**src/rtl/line_rasterizer.sv**
```systemverilog
// Bresenham line rasterizer: latches two endpoints and a palette index, then issues one
// framebuffer write per pixel. Optional clipping via LINE_RASTERIZER_CLIP_EN.
module line_rasterizer #(
    parameter int unsigned RESOLUTION_X   = 400,
    parameter int unsigned RESOLUTION_Y   = 300,
    parameter int unsigned PALETTE_LENGTH = 256
) (
    input  logic                              clk_i,
    input  logic                              reset_i,
    input  logic                              start_i,
    input  logic [$clog2(RESOLUTION_X)-1:0]   x0_i,
    input  logic [$clog2(RESOLUTION_Y)-1:0]   y0_i,
    input  logic [$clog2(RESOLUTION_X)-1:0]   x1_i,
    input  logic [$clog2(RESOLUTION_Y)-1:0]   y1_i,
    input  logic [$clog2(PALETTE_LENGTH)-1:0] color_i,
    input  logic                              stall_i,
    output logic                              busy_o,
    output logic                              done_o,
    output logic                              we_o,
    output logic [$clog2(RESOLUTION_X)-1:0]   wr_pxl_x_o,
    output logic [$clog2(RESOLUTION_Y)-1:0]   wr_pxl_y_o,
    output logic [$clog2(PALETTE_LENGTH)-1:0] wr_palette_index_o
);

    localparam int unsigned XW = $clog2(RESOLUTION_X);
    localparam int unsigned YW = $clog2(RESOLUTION_Y);
    localparam int unsigned CW = $clog2(PALETTE_LENGTH);
    localparam int unsigned EW = ((XW > YW) ? XW : YW) + 2;

    typedef enum logic [1:0] {
        IDLE  = 2'd0,
        SETUP = 2'd1,
        DRAW  = 2'd2,
        DONE  = 2'd3
    } state_t;

    state_t                state_q, state_d;
    logic [XW-1:0]         x_q, x_d, x1_q, x1_d;
    logic [YW-1:0]         y_q, y_d, y1_q, y1_d;
    logic [CW-1:0]         color_q, color_d;
    logic signed [EW-1:0]  dx_q, dx_d, dy_q, dy_d, err_q, err_d;
    logic                  sx_q, sx_d, sy_q, sy_d;
    logic                  busy_q, busy_d, done_q, done_d;

    logic [EW-1:0]         x_ext, x1_ext, y_ext, y1_ext;
    logic [EW-1:0]         dx_abs, dy_abs;
    logic signed [EW-1:0]  e2;
    logic                  step_x, step_y;
    logic                  at_end;

    // Zero-extended endpoints and magnitudes used during SETUP
    always_comb begin
        x_ext  = EW'(x_q);
        x1_ext = EW'(x1_q);
        y_ext  = EW'(y_q);
        y1_ext = EW'(y1_q);
        dx_abs = (x1_q >= x_q) ? (x1_ext - x_ext) : (x_ext - x1_ext);
        dy_abs = (y1_q >= y_q) ? (y1_ext - y_ext) : (y_ext - y1_ext);
        e2     = err_q <<< 1;
        step_x = (e2 >= dy_q);
        step_y = (e2 <= dx_q);
        at_end = (x_q == x1_q) && (y_q == y1_q);
    end

    // Next-state and datapath update
    always_comb begin
        state_d = state_q;
        x_d     = x_q;
        y_d     = y_q;
        x1_d    = x1_q;
        y1_d    = y1_q;
        color_d = color_q;
        dx_d    = dx_q;
        dy_d    = dy_q;
        err_d   = err_q;
        sx_d    = sx_q;
        sy_d    = sy_q;

        case (state_q)
            IDLE: begin
                if (start_i) begin
                    state_d = SETUP;
                    x_d     = x0_i;
                    y_d     = y0_i;
                    x1_d    = x1_i;
                    y1_d    = y1_i;
                    color_d = color_i;
                end
            end
            SETUP: begin
                dx_d    = $signed(dx_abs);
                dy_d    = $signed(EW'(0) - dy_abs);
                err_d   = $signed(dx_abs - dy_abs);
                sx_d    = (x1_q < x_q);
                sy_d    = (y1_q < y_q);
                state_d = DRAW;
            end
            DRAW: begin
                if (!stall_i) begin
                    if (at_end) begin
                        state_d = DONE;
                    end else begin
                        err_d = err_q + (step_x ? dy_q : EW'(0)) + (step_y ? dx_q : EW'(0));
                        if (step_x) x_d = sx_q ? (x_q - XW'(1)) : (x_q + XW'(1));
                        if (step_y) y_d = sy_q ? (y_q - YW'(1)) : (y_q + YW'(1));
                    end
                end
            end
            DONE: begin
                state_d = IDLE;
            end
            default: begin
                state_d = IDLE;
            end
        endcase

        busy_d = (state_d == SETUP) || (state_d == DRAW);
        done_d = (state_d == DONE);
    end

    always_ff @(posedge clk_i or posedge reset_i) begin
        if (reset_i) begin
            state_q <= IDLE;
            x_q     <= '0;
            y_q     <= '0;
            x1_q    <= '0;
            y1_q    <= '0;
            color_q <= '0;
            dx_q    <= '0;
            dy_q    <= '0;
            err_q   <= '0;
            sx_q    <= 1'b0;
            sy_q    <= 1'b0;
            busy_q  <= 1'b0;
            done_q  <= 1'b0;
        end else begin
            state_q <= state_d;
            x_q     <= x_d;
            y_q     <= y_d;
            x1_q    <= x1_d;
            y1_q    <= y1_d;
            color_q <= color_d;
            dx_q    <= dx_d;
            dy_q    <= dy_d;
            err_q   <= err_d;
            sx_q    <= sx_d;
            sy_q    <= sy_d;
            busy_q  <= busy_d;
            done_q  <= done_d;
        end
    end

`ifdef LINE_RASTERIZER_CLIP_EN
    localparam logic [XW:0] RES_X = (XW+1)'(RESOLUTION_X);
    localparam logic [YW:0] RES_Y = (YW+1)'(RESOLUTION_Y);
    logic in_range;
    assign in_range = ({1'b0, x_q} < RES_X) && ({1'b0, y_q} < RES_Y);
    // Off-screen pixels are still stepped through, only their strobe is suppressed
    assign we_o = (state_q == DRAW) && !stall_i && in_range;
`else
    assign we_o = (state_q == DRAW) && !stall_i;
`endif

    assign busy_o             = busy_q;
    assign done_o             = done_q;
    assign wr_pxl_x_o         = x_q;
    assign wr_pxl_y_o         = y_q;
    assign wr_palette_index_o = color_q;

endmodule
```
**config.mk**
```make
export PLATFORM = sky130hd
export DESIGN_NAME = line_rasterizer
export DESIGN_NICKNAME = d
export VERILOG_FILES = /design/src/rtl/line_rasterizer.sv
export SDC_FILE = /design/constraint.sdc
export NUM_CORES = 1
export LEC_CHECK = 0
export CORE_MARGIN = 4
export CORE_UTILIZATION = 45
export DETAILED_ROUTE_END_ITERATION = 6
export PLACE_DENSITY_LB_ADDON = 0.08
export REMOVE_ABC_BUFFERS = 1
export SLEW_MARGIN = 20
export SYNTH_ARGS = -nofsm -noshare
export SYNTH_HDL_FRONTEND = slang
export SYNTH_SLANG_ARGS = --single-unit
```
**constraint.sdc**
```tcl
create_clock -name clk_i -period 9.7 [get_ports clk_i]
set_clock_uncertainty 0.2 [all_clocks]
set_input_delay 0.97 -clock clk_i [delete_from_list [all_inputs] [get_ports clk_i]]
set_output_delay 0.97 -clock clk_i [all_outputs]
set_load 0.1 [all_outputs]
```
[Word-level counts from Yosys, hierarchy flattened]
Cells that the tools add are included.
Operators by class
  add/subtract/negate cells: 12
  order comparisons: 6
  equality and inequality tests: 13
  mux-type cells: 23
  reductions and logical operators: 11
Operators by type and width (count)
  2-to-1 mux 9 bit: 10
  2-to-1 mux 11 bit: 6
  subtractor 9 x 9 -> 10 bit: 4
  one-hot mux 9 bit (2 select lines): 2
  adder 11 bit: 2
  one-hot mux 11 bit (2 select lines): 1
  adder 9 x 1 -> 9 bit (second input constant): 2
  == test 9 bit: 2
  >= comparator 9 bit: 2
  < comparator 9 bit: 2
  subtractor 9 x 1 -> 9 bit (second input constant): 2
  >= comparator 11 bit: 1
  less-or-equal comparator 11 bit: 1
  subtractor 1 x 11 -> 11 bit (first input constant): 1
  subtractor 11 bit: 1
  inequality test 2 bit (second input constant): 5
  AND reduction 5 bit: 2
  == test 2 bit (second input constant): 4
  one-hot mux 2 bit (4 select lines): 1
  2-to-1 mux 2 bit: 3
  == test 2 x 1 -> 1 bit (second input constant): 2
  nonzero test 2 bit: 2
  AND reduction 3 bit: 1
  logical AND 1 bit: 2
  other kinds (4): 4
Word-level totals
  register bits after elaboration: 83
  input port bits: 48
  output and inout port bits: 29

[Logic depth before layout (Yosys ltp)]
  depth after elaboration: 7
  gate-level depth with buffers: 22
  gate-level depth less buffers: 21

[Worst setup path after synthesis]
No wires, ideal clock.
  kind: register -> register
  start point: register x_q[1] (netlist: wr_pxl_x_o[1])
  end point: register err_q[9]
  library setup time: 104 ps
  arrival time: 4519 ps
  required time: 9396 ps
  path slack: 4877 ps
  stages on the path, launching flop included: 20
  cells stage by stage: dfrtp_1 -> inv_1 -> fa_1 -> nand2_1 -> a21oi_1 -> o21ai_1 -> nand2_1 -> clkbuf_1 -> mux2i_1 -> inv_1 -> ha_1 -> nor2b_1 -> o21ai_0 -> nand2b_1 -> a21oi_1 -> o21bai_1 -> a31oi_1 -> o21ai_0 -> xnor2_1 -> a221oi_1
Between the ends
  word-level cells in the longest chain between the ends: 4
  elaborated cells between the ends (all ways): 10
  those cells by class: 3 x add/sub; 1 x order compare; 2 x eq/ne; 2 x mux; 2 x reduce/logical
RTL lines
  start: declaration: line 38  | logic [XW-1:0] x_q, x_d, x1_q, x1_d;
  start signal: assignment: line 124  | x_q <= '0;
  start signal: assignment: line 138  | x_q <= x_d;
  subtractor 9 x 9 -> 10 bit or >= comparator 9 bit (tied branches): line 57  | dx_abs = (x1_q >= x_q) ? (x1_ext - x_ext) : (x_ext - x1_ext);
  2-to-1 mux 11 bit (*): line 57
  named net dx_abs[1]: line 46  | logic [EW-1:0] dx_abs, dy_abs;
  subtractor 11 bit (*): line 93  | err_d = $signed(dx_abs - dy_abs);
  one-hot mux 11 bit (2 select lines) (*): line 79  | case (state_q)
  end signal: assignment: line 145  | err_q <= err_d;
  end: declaration: line 41  | logic signed [EW-1:0] dx_q, dx_d, dy_q, dy_d, err_q, err_d;
Mark *: on every way through the listed nets, which the timed path passes. The rest lies on a longest branch.
A chain may end at the register's enable or synchronous reset.

[Worst setup path after layout]
  start point: register err_q[1]
  end point: register err_q[9]
Between the ends
  word-level cells in the longest chain between the ends: 7
  elaborated cells between the ends (all ways): 9
  those cells by class: 2 x add/sub; 2 x order compare; 5 x mux
RTL lines
  >= comparator 11 bit: line 60  | step_x = (e2 >= dy_q);
  2-to-1 mux 11 bit: line 103  | err_d = err_q + (step_x ? dy_q : EW'(0)) + (step_y ? dx_q : EW'(0));
  adder 11 bit: line 103
  adder 11 bit (*): line 103
  2-to-1 mux 11 bit (*): line 100  | if (at_end) begin
  2-to-1 mux 11 bit (*): line 99  | if (!stall_i) begin
  one-hot mux 11 bit (2 select lines) (*): line 79
Every way passes the cells marked *; elsewhere a longest branch is shown, timed or not. The select of a mux whose other input is x is not followed.

==> metrics.yaml <==
die:
  dieHeight_um: 133
  initial_core_util: 0.461
  dieArea_sq_um: 17800
  die_w_um: 133
  core_area_sq_um: 15300
  ios: 77
  rows: 45
detailed_routing:
  vias: 5584
  routed_wl_um: 17200
  ant_nets: 0
  dr.pass1.iters: 5
  via_per_inst: 5.27
  dr.first_iter.drc_count: 247
  drc: 0
  wl_per_cell_um: 16.2
yosys:
  yosysTopAreaCellShare: 0.287
  async_reset_ff_frac: 1.00
  syn_area_per_cell_sq_um: 9.14
  yosys.area_share.simple: 0.105
  synth.area.top_cells: "dfrtp_1 29%, ha_1 16%, fa_1 4.8%"
  synth_edf_count: 0
  yosys_register_bits: 81
  synth_top_family_by_area: "adder cells"
  synthAdderAreaFrac: 0.211
  synth_compound_area_frac: 0.178
  ys_seq_area_frac: 0.287
  synthCells: 773
  synth_warnings: 0
  synth_top_cell_by_area: "dfrtp_1"
  synth-main-ff-cell: "dfrtp_1"
  synthMuxAreaShare: 0.0898
  netlist-cell-type-count: 63
  synth_xor_area_frac: 0.0692
  synth_area_sq_um: 7070
layout:
  drive_gt1_frac: 0.0743
  register_area_sq_um: 2030
  area_growth_syn_to_layout_pct: 17.9
  final_nets: 1000
  final_cell_mix: "92 x ha_1, 85 x inv_1, 81 x dfrtp_1"
  multiInputGateArea_sq_um: 4610
  final_util: 0.544
  fin_area_sq_um: 8330
  antenna_cells: 0
  layout_commonest_cell: "ha_1"
  fill_cells: 1436
grt:
  use_met3: 0.0525
  grt_pass1_wl_um: 28900
  use_met2: 0.338
  grt_pass1_vias: 5858
  grt_max_degree: 72
  grt_usage: 0.201
  grt.overflow.total: 0
  gr-max-usage-layer: "met2"
  grt_util_met1: 0.259
  antenna_found_initial: 0
clock_tree:
  post_cts_buffers: 0
  cts_buffers: 9
  clock_sinks: 81
  htree_num_levels: 3
  cts_tree: "yes"
  root_buffer: "clkbuf_16"
  clk_latency_ns: 0.35
  ctsResizeCount: 0
  hold_buffers: 0
  clockBufferDepth: 2
  path_clk_slew_ns: 0.07
hold_path:
  hold_end: "wr_palette_index_o[1]$_DFFE_PP0P_"
  min_path_cells: 1
  hold_class: "reg2reg"
  worstHoldStart: "wr_palette_index_o[1]$_DFFE_PP0P_"
job:
  cap_violations: 0
worst_setup_path:
  crit_top_cell: "a21oi_1"
  cp_data_required_time_ns: 9.75
  crit_path_cell_trace: "ha_1 > a21oi_1 > a211oi_1 > a2111oi_0 > o21ai_1 > a21oi_1 > nor2_1 > fa_1 > ha_1 > fa_1 > a21oi_1 > nor2_1 > nor2_1 > o21bai_1 > a21oi_1 > o21ai_0 > xnor2_1 > a221oi_1"
  cp-start-kind: "register"
  cp_num_buf_inv: 0
  r2r-end: "err_q[9]$_DFFE_PP0P_"
  arrival_ns: 5.07
  crit_family: "compound AO/OA/AOI/OAI gates"
  path_max_fanout: 11
  r2r_slack_ns: 4.68
  reg2reg_depth: 18
  cp_slowest_stage_delay_ns: 0.67
  critPathCaptureType: "register"
  rr_startpoint: "err_q[1]$_DFFE_PP0P_"
  critPathSlowestCell: "a21oi_1"
  crit_type: "reg2reg"
timing:
  fin_setup_tns_ns: 0
  rsz0062_at_grt: "no"
  hold_viol_final: 0
  max_freq_mhz: 199
  hold_slack_ns: 0.305
  worst_pin_slew_ns: 0.988
  layout_min_cycle_time_ns: 5.02
  maxSlewHeadroom: 0.339
  finalSetupViolations: 0
  finalMaxSlewViolations: 0
  fin_crit_sh: 0.517
placed_design:
  postPlaceCellArea_sq_um: 8030
  place_hpwl_um: 13500
  gp_congestion: 0.883
  io_buffer_count: 76
run_status:
  status: "complete, no violations"
## cells in the mapped netlist (all sizes together), types with 4 or more instances
cell type / count
a21o: 24
a21oi: 68
a31oi: 8
and2: 4
buf: 6
clkbuf: 16
dfrtp: 81
fa: 17
ha: 92
inv: 86
mux2: 33
mux2i: 25
nand2: 56
nand2b: 4
nand3: 8
nand4: 7
nor2: 54
nor2b: 8
nor3: 5
o21a: 10
o21ai: 54
o21bai: 9
or2: 4
xnor2: 31
xor2: 21
## cell families (layout without fill, tap and decap cells)
group,after synthesis,in the layout
buf+inv,108,183
simple gates,161,161
mux,58,58
fa+ha+maj,109,109
compound gates,204,204
flops,81,81
xor+xnor,52,52
## final cells by class
cell class | instances | area share
repair buffers | 81 | 0.0958
inverters | 86 | 0.0389
flip-flops and latches | 81 | 0.243
well taps | 211 | 0.0317
multi-input cells | 584 | 0.554
clock inverters | 7 | 0.00931
clock buffers | 9 | 0.0270
## worst reg2reg max path, cell delays in order (launching register included)
cell and delay, ns:
dfrtp_1 0.43, ha_1 0.31, a21oi_1 0.21, a211oi_1 0.11, a2111oi_0 0.29, o21ai_1 0.12
a21oi_1 0.67, nor2_1 0.15, fa_1 0.49, ha_1 0.24, fa_1 0.42, a21oi_1 0.17
nor2_1 0.05, nor2_1 0.15, o21bai_1 0.08, a21oi_1 0.21, o21ai_0 0.19, xnor2_1 0.17
a221oi_1 0.28
## state kept, by name, indices dropped and copies added, names as in the netlist
name and count:
sx_q 1, wr_palette_index_o 8, wr_pxl_y_o 9, done_o 1
err_q 10, wr_pxl_x_o 9, dx_q 10, x1_q 9
busy_o 1, dy_q 11, sy_q 1, state_q 2
y1_q 9
## worst max-delay path by stage
| stage | from | endpoint | slack [ns] | cells after the start |
|---|---|---|---|---|
| 2_1_floorplan | wr_pxl_x_o[1]$_DFFE_PP0P_ | err_q[9]$_DFFE_PP0P_ | 4.93 | 18 |
| 3_3_place_gp | err_q[1]$_DFFE_PP0P_ | err_q[9]$_DFFE_PP0P_ | 4.81 | 18 |
| 3_5_place_dp | err_q[1]$_DFFE_PP0P_ | err_q[9]$_DFFE_PP0P_ | 4.76 | 18 |
| 4_1_cts | err_q[1]$_DFFE_PP0P_ | err_q[9]$_DFFE_PP0P_ | 4.73 | 18 |
| 5_1_grt | err_q[1]$_DFFE_PP0P_ | err_q[9]$_DFFE_PP0P_ | 4.28 | 18 |
| 6_report | err_q[1]$_DFFE_PP0P_ | err_q[9]$_DFFE_PP0P_ | 4.68 | 18 |
## routing by layer
layer	routed length [um]	share of wire
met5	0	0
met4	337	0.020
met3	858	0.050
met2	8110	0.47
met1	7880	0.46
## metrics by stage
| step | setup slack [ns] | std cells |
|---|---|---|
| after floorplan | 4.93 | 751 |
| after global placement | 4.81 | 1043 |
| after detailed placement | 4.76 | 1043 |
| after CTS | 4.73 | 1059 |
| after global routing | 4.28 | 1059 |
| final | 4.68 | 1059 |
Power is left out: the tool's default activity adds up to more than one toggle a clock period on the data nets, which glitch-free logic cannot reach.
